===== config.mk =====
export PLATFORM = sky130hd
export DESIGN_NAME = uart_fifo_bus
export DESIGN_NICKNAME = d
export VERILOG_FILES = /design/src/rtl/uart_fifo_bus.sv
export SDC_FILE = /design/constraint.sdc
export NUM_CORES = 1
export LEC_CHECK = 0
export CORE_MARGIN = 2
export CORE_UTILIZATION = 38
export CTS_CLUSTER_DIAMETER = 40
export DETAILED_ROUTE_END_ITERATION = 10
export GPL_TIMING_DRIVEN = 0
export SKIP_CTS_REPAIR_TIMING = 1
export SLEW_MARGIN = 20
export SYNTH_ARGS = -nofsm -noshare
export SYNTH_HDL_FRONTEND = slang
export SYNTH_SLANG_ARGS = --single-unit

===== constraint.sdc =====
create_clock -name clk -period 5.4 [get_ports clk]
set_clock_uncertainty 0.1 [all_clocks]
set_input_delay 0.81 -clock clk [delete_from_list [all_inputs] [get_ports clk]]
set_output_delay 0.81 -clock clk [all_outputs]
set_load 0.03 [all_outputs]

===== src/rtl/uart_fifo_bus.sv =====
// Bus-attached UART with TX/RX FIFOs, programmable divisor,
// sticky error flags, interrupt and internal loopback.
module uart_fifo_bus_fifo #(
    parameter int W  = 8,
    parameter int AW = 4
) (
    input  logic         clk,
    input  logic         rst_n,
    input  logic         push_i,
    input  logic [W-1:0] data_i,
    input  logic         pop_i,
    output logic [W-1:0] data_o,
    output logic         full_o,
    output logic         empty_o
);
    logic [AW:0]  wp_q;
    logic [AW:0]  rp_q;
    logic [W-1:0] mem_q [2**AW];
    logic         do_push;
    logic         do_pop;

    assign empty_o = (wp_q == rp_q);
    assign full_o  = (wp_q[AW] != rp_q[AW]) &&
                     (wp_q[AW-1:0] == rp_q[AW-1:0]);
    assign do_push = push_i & ~full_o;
    assign do_pop  = pop_i & ~empty_o;
    assign data_o  = mem_q[rp_q[AW-1:0]];

    always_ff @(posedge clk or negedge rst_n) begin
        if (!rst_n) begin
            wp_q <= '0;
            rp_q <= '0;
        end else begin
            if (do_push) wp_q <= wp_q + 1'b1;
            if (do_pop)  rp_q <= rp_q + 1'b1;
        end
    end

    // Storage needs no reset; pointers define validity.
    always_ff @(posedge clk) begin
        if (do_push) mem_q[wp_q[AW-1:0]] <= data_i;
    end
endmodule

module uart_fifo_bus #(
    parameter int CLK_MHZ   = 25,
    parameter int BAUD      = 115200,
    parameter int DATA_BITS = 8,
    parameter int FIFO_AW   = 4
) (
    input  logic        clk,
    input  logic        rst_n,
    input  logic        ce,
    input  logic        we,
    input  logic [3:0]  addr,
    input  logic [31:0] din,
    output logic [31:0] dout,
    input  logic        RxD,
    output logic        TxD,
    output logic        irq
);
    localparam int DIV_RST_I =
        (CLK_MHZ * 1000000 + 8 * BAUD) / (16 * BAUD) - 1;
    localparam logic [15:0] DIV_RST  = 16'(DIV_RST_I);
    localparam logic [2:0]  LAST_BIT = 3'(DATA_BITS - 1);

    typedef enum logic [1:0] {
        S_IDLE,
        S_START,
        S_DATA,
        S_STOP
    } state_t;

    logic [15:0] div_q, div_d;
    logic [15:0] pre_q, pre_d;
    logic        loop_q, loop_d;
    logic        rxie_q, rxie_d;
    logic        txie_q, txie_d;
    logic        ovr_q, ovr_d;
    logic        ferr_q, ferr_d;
    logic [31:0] dout_q, dout_d;
    logic        irq_q, irq_d;

    logic        rd, wr;
    logic        a_stat, a_tx, a_rx, a_ctrl;
    logic        tick;
    logic        unused_din;

    logic                 txf_push, txf_pop;
    logic                 txf_full, txf_empty;
    logic [DATA_BITS-1:0] txf_dout;
    logic                 rxf_push, rxf_pop;
    logic                 rxf_full, rxf_empty;
    logic [DATA_BITS-1:0] rxf_dout;
    logic [7:0]           rx8;

    state_t               tx_st_q, tx_st_d;
    logic [3:0]           tx_cnt_q, tx_cnt_d;
    logic [2:0]           tx_bit_q, tx_bit_d;
    logic [DATA_BITS-1:0] tx_sh_q, tx_sh_d;
    logic                 tx_line_q, tx_line_d;
    logic                 tx_busy;

    state_t               rx_st_q, rx_st_d;
    logic [3:0]           rx_cnt_q, rx_cnt_d;
    logic [2:0]           rx_bit_q, rx_bit_d;
    logic [DATA_BITS-1:0] rx_sh_q, rx_sh_d;
    logic                 rx_s1_q, rx_s2_q, rx_prev_q;
    logic                 rx_src, rx_fall;
    logic                 rx_set_ovr, rx_set_ferr;

    assign rd     = ce & ~we;
    assign wr     = ce & we;
    assign a_stat = (addr == 4'h0);
    assign a_tx   = (addr == 4'h4);
    assign a_rx   = (addr == 4'h8);
    assign a_ctrl = (addr == 4'hC);
    assign unused_din = ^din[31:19];

    assign tick     = (pre_q == div_q);
    assign txf_push = wr & a_tx;
    assign rxf_pop  = rd & a_rx;
    assign tx_busy  = ~txf_empty | (tx_st_q != S_IDLE);

    assign TxD  = loop_q | tx_line_q;
    assign dout = dout_q;
    assign irq  = irq_q;

    // Loopback feeds the receiver through the same synchroniser.
    assign rx_src  = loop_q ? tx_line_q : RxD;
    assign rx_fall = rx_prev_q & ~rx_s2_q;

    uart_fifo_bus_fifo #(
        .W  (DATA_BITS),
        .AW (FIFO_AW)
    ) u_txf (
        .clk     (clk),
        .rst_n   (rst_n),
        .push_i  (txf_push),
        .data_i  (din[DATA_BITS-1:0]),
        .pop_i   (txf_pop),
        .data_o  (txf_dout),
        .full_o  (txf_full),
        .empty_o (txf_empty)
    );

    uart_fifo_bus_fifo #(
        .W  (DATA_BITS),
        .AW (FIFO_AW)
    ) u_rxf (
        .clk     (clk),
        .rst_n   (rst_n),
        .push_i  (rxf_push),
        .data_i  (rx_sh_q),
        .pop_i   (rxf_pop),
        .data_o  (rxf_dout),
        .full_o  (rxf_full),
        .empty_o (rxf_empty)
    );

    always_comb begin
        rx8 = '0;
        rx8[DATA_BITS-1:0] = rxf_dout;
    end

    always_comb begin
        div_d  = div_q;
        loop_d = loop_q;
        rxie_d = rxie_q;
        txie_d = txie_q;
        pre_d  = (tick | (wr & a_ctrl)) ? '0 : pre_q + 16'd1;
        if (wr & a_ctrl) begin
            div_d  = din[15:0];
            loop_d = din[16];
            rxie_d = din[17];
            txie_d = din[18];
        end
        // A same-cycle set event overrides the W1C clear.
        ovr_d  = rx_set_ovr |
                 (ovr_q & ~(wr & a_stat & din[4]));
        ferr_d = rx_set_ferr |
                 (ferr_q & ~(wr & a_stat & din[5]));
        irq_d  = (rxie_q & ~rxf_empty) |
                 (txie_q & txf_empty & ~tx_busy) |
                 ovr_q | ferr_q;
        dout_d = dout_q;
        if (rd) begin
            unique case (1'b1)
                a_stat: dout_d = {25'b0, tx_busy, ferr_q, ovr_q,
                                  rxf_full, rxf_empty,
                                  txf_empty, txf_full};
                a_rx:   dout_d = rxf_empty ? '0 :
                                 {1'b1, 23'b0, rx8};
                a_ctrl: dout_d = {13'b0, txie_q, rxie_q,
                                  loop_q, div_q};
                default: dout_d = '0;
            endcase
        end
    end

    always_comb begin
        tx_st_d  = tx_st_q;
        tx_cnt_d = tx_cnt_q;
        tx_bit_d = tx_bit_q;
        tx_sh_d  = tx_sh_q;
        txf_pop  = 1'b0;
        unique case (tx_st_q)
            S_IDLE: begin
                if (!txf_empty) begin
                    txf_pop  = 1'b1;
                    tx_sh_d  = txf_dout;
                    tx_cnt_d = '0;
                    tx_st_d  = S_START;
                end
            end
            S_START: begin
                if (tick) begin
                    tx_cnt_d = tx_cnt_q + 4'd1;
                    if (tx_cnt_q == 4'hF) begin
                        tx_bit_d = '0;
                        tx_st_d  = S_DATA;
                    end
                end
            end
            S_DATA: begin
                if (tick) begin
                    tx_cnt_d = tx_cnt_q + 4'd1;
                    if (tx_cnt_q == 4'hF) begin
                        if (tx_bit_q == LAST_BIT) begin
                            tx_st_d = S_STOP;
                        end else begin
                            tx_bit_d = tx_bit_q + 3'd1;
                            tx_sh_d  = tx_sh_q >> 1;
                        end
                    end
                end
            end
            S_STOP: begin
                if (tick) begin
                    tx_cnt_d = tx_cnt_q + 4'd1;
                    if (tx_cnt_q == 4'hF) begin
                        if (!txf_empty) begin
                            txf_pop = 1'b1;
                            tx_sh_d = txf_dout;
                            tx_st_d = S_START;
                        end else begin
                            tx_st_d = S_IDLE;
                        end
                    end
                end
            end
            default: tx_st_d = S_IDLE;
        endcase
        // Line is registered alongside the state it belongs to.
        unique case (tx_st_d)
            S_START: tx_line_d = 1'b0;
            S_DATA:  tx_line_d = tx_sh_d[0];
            default: tx_line_d = 1'b1;
        endcase
    end

    always_comb begin
        rx_st_d     = rx_st_q;
        rx_cnt_d    = rx_cnt_q;
        rx_bit_d    = rx_bit_q;
        rx_sh_d     = rx_sh_q;
        rxf_push    = 1'b0;
        rx_set_ovr  = 1'b0;
        rx_set_ferr = 1'b0;
        unique case (rx_st_q)
            S_IDLE: begin
                if (rx_fall) begin
                    rx_cnt_d = '0;
                    rx_st_d  = S_START;
                end
            end
            S_START: begin
                if (tick) begin
                    rx_cnt_d = rx_cnt_q + 4'd1;
                    if (rx_cnt_q == 4'd7) begin
                        rx_cnt_d = '0;
                        rx_bit_d = '0;
                        rx_st_d  = rx_s2_q ? S_IDLE : S_DATA;
                    end
                end
            end
            S_DATA: begin
                if (tick) begin
                    rx_cnt_d = rx_cnt_q + 4'd1;
                    if (rx_cnt_q == 4'hF) begin
                        rx_sh_d  = {rx_s2_q,
                                    rx_sh_q[DATA_BITS-1:1]};
                        rx_bit_d = rx_bit_q + 3'd1;
                        if (rx_bit_q == LAST_BIT)
                            rx_st_d = S_STOP;
                    end
                end
            end
            S_STOP: begin
                if (tick) begin
                    rx_cnt_d = rx_cnt_q + 4'd1;
                    if (rx_cnt_q == 4'hF) begin
                        rx_st_d = S_IDLE;
                        if (!rx_s2_q)      rx_set_ferr = 1'b1;
                        else if (rxf_full) rx_set_ovr  = 1'b1;
                        else               rxf_push    = 1'b1;
                    end
                end
            end
            default: rx_st_d = S_IDLE;
        endcase
    end

    always_ff @(posedge clk or negedge rst_n) begin
        if (!rst_n) begin
            div_q     <= DIV_RST;
            pre_q     <= '0;
            loop_q    <= 1'b0;
            rxie_q    <= 1'b0;
            txie_q    <= 1'b0;
            ovr_q     <= 1'b0;
            ferr_q    <= 1'b0;
            dout_q    <= '0;
            irq_q     <= 1'b0;
            tx_st_q   <= S_IDLE;
            tx_cnt_q  <= '0;
            tx_bit_q  <= '0;
            tx_sh_q   <= '0;
            tx_line_q <= 1'b1;
            rx_st_q   <= S_IDLE;
            rx_cnt_q  <= '0;
            rx_bit_q  <= '0;
            rx_sh_q   <= '0;
            rx_s1_q   <= 1'b1;
            rx_s2_q   <= 1'b1;
            rx_prev_q <= 1'b1;
        end else begin
            div_q     <= div_d;
            pre_q     <= pre_d;
            loop_q    <= loop_d;
            rxie_q    <= rxie_d;
            txie_q    <= txie_d;
            ovr_q     <= ovr_d;
            ferr_q    <= ferr_d;
            dout_q    <= dout_d;
            irq_q     <= irq_d;
            tx_st_q   <= tx_st_d;
            tx_cnt_q  <= tx_cnt_d;
            tx_bit_q  <= tx_bit_d;
            tx_sh_q   <= tx_sh_d;
            tx_line_q <= tx_line_d;
            rx_st_q   <= rx_st_d;
            rx_cnt_q  <= rx_cnt_d;
            rx_bit_q  <= rx_bit_d;
            rx_sh_q   <= rx_sh_d;
            rx_s1_q   <= rx_src;
            rx_s2_q   <= rx_s1_q;
            rx_prev_q <= rx_s2_q;
        end
    end
endmodule


==> flow_summary.json <==
{
  "clock_latency_ns": 0.59,
  "drive_above_1_share_pct": 22.9,
  "antenna_cells": 0,
  "overflow": 0,
  "ir_drop_mv": 0.272,
  "syn_area_sq_um": 15600,
  "tritoncts": "built",
  "crit_fanout": 9,
  "viasPerCell": 5.16,
  "rows": 74,
  "cp.required_ns": 5.50,
  "swShare_pct": 26.2,
  "p_leak_nw": 6.47,
  "start_util_pct": 38.3,
  "post-synth-top-area-fraction_pct": 49.2,
  "end_kind": "flop",
  "pwr-share-seq_pct": 41.1,
  "fp.dieH_um": 207,
  "critPathKind": "reg2reg",
  "rsz0062_at_grt": "false",
  "area_growth_pct": 20.1,
  "yosysSeqAreaShare_pct": 67.9,
  "crit_arrival_ns": 3.96,
  "grt_pass1_vias": 8751,
  "clock_path_buffers": 3,
  "synth_warnings": 0,
  "placed_area_sq_um": 17000,
  "die_area_sq_um": 42700,
  "clock-root-buffer": "clkbuf_16",
  "internal_power_mw": 5.96,
  "grt_usage_pct": 16.3,
  "maxCapViolations": 0,
  "clkPwrFrac_pct": 43.5,
  "p_total_mw": 8.07,
  "dpl.hpwl_um": 22300,
  "period_needed_ns": 3.86,
  "ant_nets": 0,
  "worstMarginPinSlew_ns": 1.12,
  "finalCritPeriodShare_pct": 71.4,
  "syn_inst": 957,
  "antenna_found_initial": 1,
  "htree_num_levels": 2,
  "relSlewSlack_pct": 25.0,
  "clock-sinks": 372,
  "place_ws_ns": 1.23,
  "status": "finished clean",
  "synth_edf_count": 256,
  "synth.largest_area_cell": "edfxtp_1",
  "p_switching_mw": 2.11,
  "synth-seq-cells": 372,
  "io_pins": 75,
  "synth_flop_cell": "edfxtp_1",
  "syn_avg_cell_area_sq_um": 16.3,
  "numCtsBuffers": 50,
  "nNetsFinal": 1142,
  "place_congestion": 0.792,
  "drc": 0,
  "dr.pass1.iters": 6,
  "hold_class": "in2async",
  "setup_viol": 0,
  "synth_cell_types": 55,
  "share_comb_of_total_power_pct": 15.4,
  "reg2reg_from": "div_q[2]",
  "routedWlPerCell_um": 20.3,
  "core_area_sq_um": 40700,
  "yosys-top-cells-count": "edfxtp_1, dfrtp_1, mux4_2",
  "grt_max_degree": 72,
  "async_reset_ff_share_pct": 31.2,
  "numPortBuffers": 49,
  "crit_path_start_kind": "flop",
  "synth_area_leaders": "edfxtp_1, dfrtp_1, mux4_2",
  "grt_pass1_wl_um": 52200,
  "synth_most_common_cell": "edfxtp_1",
  "finalMaxSlewViolations": 0,
  "die_width_um": 207,
  "drt_iter0_markers": 618,
  "max_freq_mhz": 259,
  "wl_um": 33500,
  "finalInstanceArea_sq_um": 18800,
  "hold_viol_final": 0,
  "fin_ws_ns": 1.54,
  "clk_pin_slew_ns": 0.06,
  "num_vias": 8532,
  "cp-startpoint": "div_q[2]",
  "power_density_nw_per_um2": 430
}
path summary, 6_finish.rpt:
path / endpoint / slack (ns) / cells after the start
max in group asynchronous: div_q[2] / 4.38 / 2
max: u_rxf.mem_q[4][0] / 1.54 / 6
min in group clk: rx_s2_q / 0.28 / 0
max reg2reg: u_rxf.mem_q[4][0] / 1.54 / 6
min reg2reg: rx_s2_q / 0.28 / 0
min: rx_sh_q[6] / 0.05 / 1
critical path: stages, from the launching register on:
cell and delay, ns:
dfstp_2 0.59, xor2_1 0.09, nor4_2 0.29, nand4_1 0.55, nor3_2 0.80, nand2_1 0.30
nor2_1 0.74
placed cells by master (no fill, tap or decap), drive strengths merged, types with 10 or more instances in the layout:
| cell type | Yosys | routed |
|---|---|---|
| edfxtp | 256 | 256 |
| dfrtp | 109 | 109 |
| clkbuf | 25 | 86 |
| mux4 | 80 | 80 |
| nand2 | 78 | 78 |
| nor2 | 62 | 62 |
| clkdlybuf4s50 | 0 | 48 |
| buf | 28 | 38 |
| o21ai | 31 | 31 |
| mux2 | 30 | 30 |
| xor2 | 27 | 27 |
| xnor2 | 27 | 27 |
| nand3 | 24 | 24 |
| inv | 14 | 24 |
| ha | 23 | 23 |
| a22o | 18 | 18 |
| nor3 | 17 | 17 |
| conb | 1 | 12 |
| nand4 | 11 | 11 |
| and3 | 10 | 10 |
| a21oi | 10 | 10 |
through the flow:
stage | TNS (ns) | cells | util, % | hold WS, ns
after global routing | 0 | 1652 | 46.0 | 0.0654
after detailed placement | 0 | 1558 | 41.6 | 0.281
after floorplan | 0 | 968 | - | 0.245
after global placement | -155.44 | 1549 | 41.3 | 0.277
after CTS | 0 | 1652 | 46.0 | 0.0442
final | 0 | 1652 | 46.0 | 0.0451
metal layers:
layer | vias up | part of all wire [%] | global-route usage (%)
met3 | 62 | 4.9 | 3.69
met2 | 171 | 48 | 25.5
met4 | 2 | 2.4 | 5.57
met5 | - | 0.039 | 0
met1 | 4387 | 45 | 22.5
li1 | 3910 | - | -
layout make-up:
cell class | instances | area [sq um]
Fill cell | 3542 | 22000
Sequential cell | 372 | 10600
Multi-Input combinational cell | 529 | 4800
Clock buffer | 61 | 1330
Tap cell | 532 | 666
Timing Repair Buffer | 58 | 583
Clock inverter | 33 | 470
Buffer | 53 | 256
Inverter | 14 | 52.6
state kept, by name, indices dropped and copies added, names as in the netlist, 2 cells and up, named ones only:
name / cells
div_q: 16
u_txf.mem_q: 128
tx_sh_q: 8
rx_cnt_q: 4
rx_sh_q: 8
tx_bit_q: 3
u_rxf.wp_q: 5
u_txf.rp_q: 5
rx_bit_q: 3
tx_st_q: 2
pre_q: 16
u_rxf.rp_q: 5
tx_cnt_q: 4
u_rxf.mem_q: 128
u_txf.wp_q: 5
dout: 20
power by group through the flow:
stage	Sequential, mW	Combinational [mW]	Clock, mW
after detailed placement	3.37	1.27	0
after floorplan	3.33	0.927	0
after CTS	3.32	1.27	3.58
after global routing	3.33	1.38	3.70
final	3.32	1.25	3.51
after global placement	3.37	1.25	0
logic make-up after synthesis:
family	Yosys count	share of synthesized area, %
AO/OA/AOI/OAI	86	3.85
flip-flops	372	67.9
other	1	0.0240
AND/OR/NAND/NOR	242	7.56
adder cells (fa/ha/maj)	23	1.84
multiplexers	112	13.8
buffers and inverters	67	1.98
XOR/XNOR	54	3.03
Note: power is estimated with default switching activity, not from simulation.
==> RTL change (same settings) <==
Compare `rx_cnt_q` against `4'd7` with >= in place of ==.
--- a/src/rtl/uart_fifo_bus.sv
+++ b/src/rtl/uart_fifo_bus.sv
@@ -278,5 +278,5 @@
                 if (tick) begin
                     rx_cnt_d = rx_cnt_q + 4'd1;
-                    if (rx_cnt_q == 4'd7) begin
+                    if (rx_cnt_q >= 4'd7) begin
                         rx_cnt_d = '0;
                         rx_bit_d = '0;
Formal check against the unedited RTL: no difference found for any inputs over 4 cycles, from zero or initial values and one cycle with rst_n low; that may be too few to reach the edited logic, so the function may still have changed.
==> RTL change against the original RTL <==
- hold slack improved by 0.10 ns
- count of clock-buffer cells in the layout is 6 lower
- area after synthesis rose by 0.82%
- total power fell by 1.2%
- sequential cell count unchanged
- wire length increased by 3.0%
- synthesized cell count grew 0.94%
- fmax rose by 4.4%
- worst setup slack improved by 0.16 ns
- cell area shrank 0.29%
==> RTL change: results (changes against the original RTL) <==
[yosys]
synthCells=966  ; +0.94%
synth-seq-area-share=0.673  ; -0.00550
synth_commonest_cells=edfxtp_1, dfrtp_1, mux4_2
synth_warnings=0  ; unchanged
ys_top_cells_by_area=edfxtp_1, dfrtp_1, mux4_2
synth_top_area_cell=edfxtp_1
ys_types=63  ; +15%

[cells_and_area]
multiInputGateArea_um2=4830  ; +0.78%
n_fill_cell=3502  ; -1.1%
drive_above_1_share=0.225  ; -0.00357
fin_nets=1144  ; +0.18%

[route]
firstDrtPassIters=5  ; -1
drt_wl_total_mm=34.5  ; +3.0%
drt_iter0_drc=645  ; +4.4%
num_vias=8627  ; +1.1%
wl_per_cell_um=20.9  ; +3.0%

[worst_setup_path]
slowest_delay_ns=0.67  ; -0.13 ns
crit_path_top_delay_cell=nor2_1
crit_arrival_ns=3.76  ; -0.20 ns

[global_route]
grt_pass1_wl_mm=52.8  ; +1.1%
grt_max_degree=63  ; -13%
grtUsageTotal=0.160  ; -0.00289
first_global_vias=8656  ; -1.1%
antenna_found_initial=0  ; -1

[clock_network]
cts_made_buffers=49  ; -2.0%
clkSlewWorstSetupHoldPaths_ns=0.05
clock_latency_ns=0.57  ; -0.02 ns

[status]
status=complete, no violations

[pwr]
power.switching_mw=2.15  ; +1.8%
ir_worst_vdd_mv=0.279  ; +2.8%
p_leak_nw=6.50  ; +0.58%
swShare=0.270  ; +0.00778
clkPwrFrac=0.409  ; -0.026
seq_power_mw=3.33  ; about the same

[placement]
place_congestion=0.793  ; +0.10%
pre_cts_ws_ns=1.37  ; +0.142 ns
dpl_cell_area_um2=17000  ; +0.43%
place_inst=1561  ; +0.19%
dp_hpwl_mm=22.9  ; +2.7%

[sta]
max-slew-margin-rel=0.297  ; +0.0470
tns_ns=0  ; unchanged

[flow_run]
max-cap-violations=0  ; unchanged

RTL change: cell count changes in the layout (fill, tap and decap cells not counted), moves of 6 or more:
cell,unedited run,this run
clkinv_2,2,8
nor4_2,6,0
nand2_1,76,55
clkbuf_1,33,24
a22oi_1,2,8
o22ai_1,0,8
a22o_1,18,28
nand2b_1,9,16
inv_1,14,25
a222oi_1,6,0
RTL change: final timing paths:
| path | from | to | slack [ns] | cells after the start |
|---|---|---|---|---|
| setup / recovery | pre_q[11] | u_rxf.mem_q[11][2] | 1.71 | 8 |
| hold / removal | rst_n | tx_sh_q[6] | 0.15 | 1 |
| setup reg to reg | pre_q[11] | u_rxf.mem_q[11][2] | 1.71 | 8 |
| hold reg to reg | rx_s1_q | rx_s2_q | 0.26 | 0 |
| max in group asynchronous | rst_n | rx_s1_q | 4.27 | 2 |
| min in group clk | rx_s1_q | rx_s2_q | 0.26 | 0 |
RTL change: cell families after synthesis:
logic type / share of synthesized area
fa+ha+maj: 0.0183
simple gates: 0.0706
flops: 0.673
other cells: 0.000238
mux: 0.136
buf+inv: 0.0248
xor+xnor: 0.0289
compound gates: 0.0481
RTL change: area by class of cell:
type	instances	area share
sequential	372	0.567
multi-input combinational	524	0.258
clock buffer	55	0.0690
tap	532	0.0356
timing repair buffer	52	0.0286
clock inverter	36	0.0209
buffer	56	0.0159
inverter	25	0.00502
RTL change: routing by layer:
layer / up-vias / GRT usage / part of all wire
met3: 55 / 0.0278 / 0.047
met1: 4451 / 0.222 / 0.44
met2: 191 / 0.261 / 0.49
met5: - / 0 / 0
li1: 3930 / - / -
met4: 0 / 0.0426 / 0.020
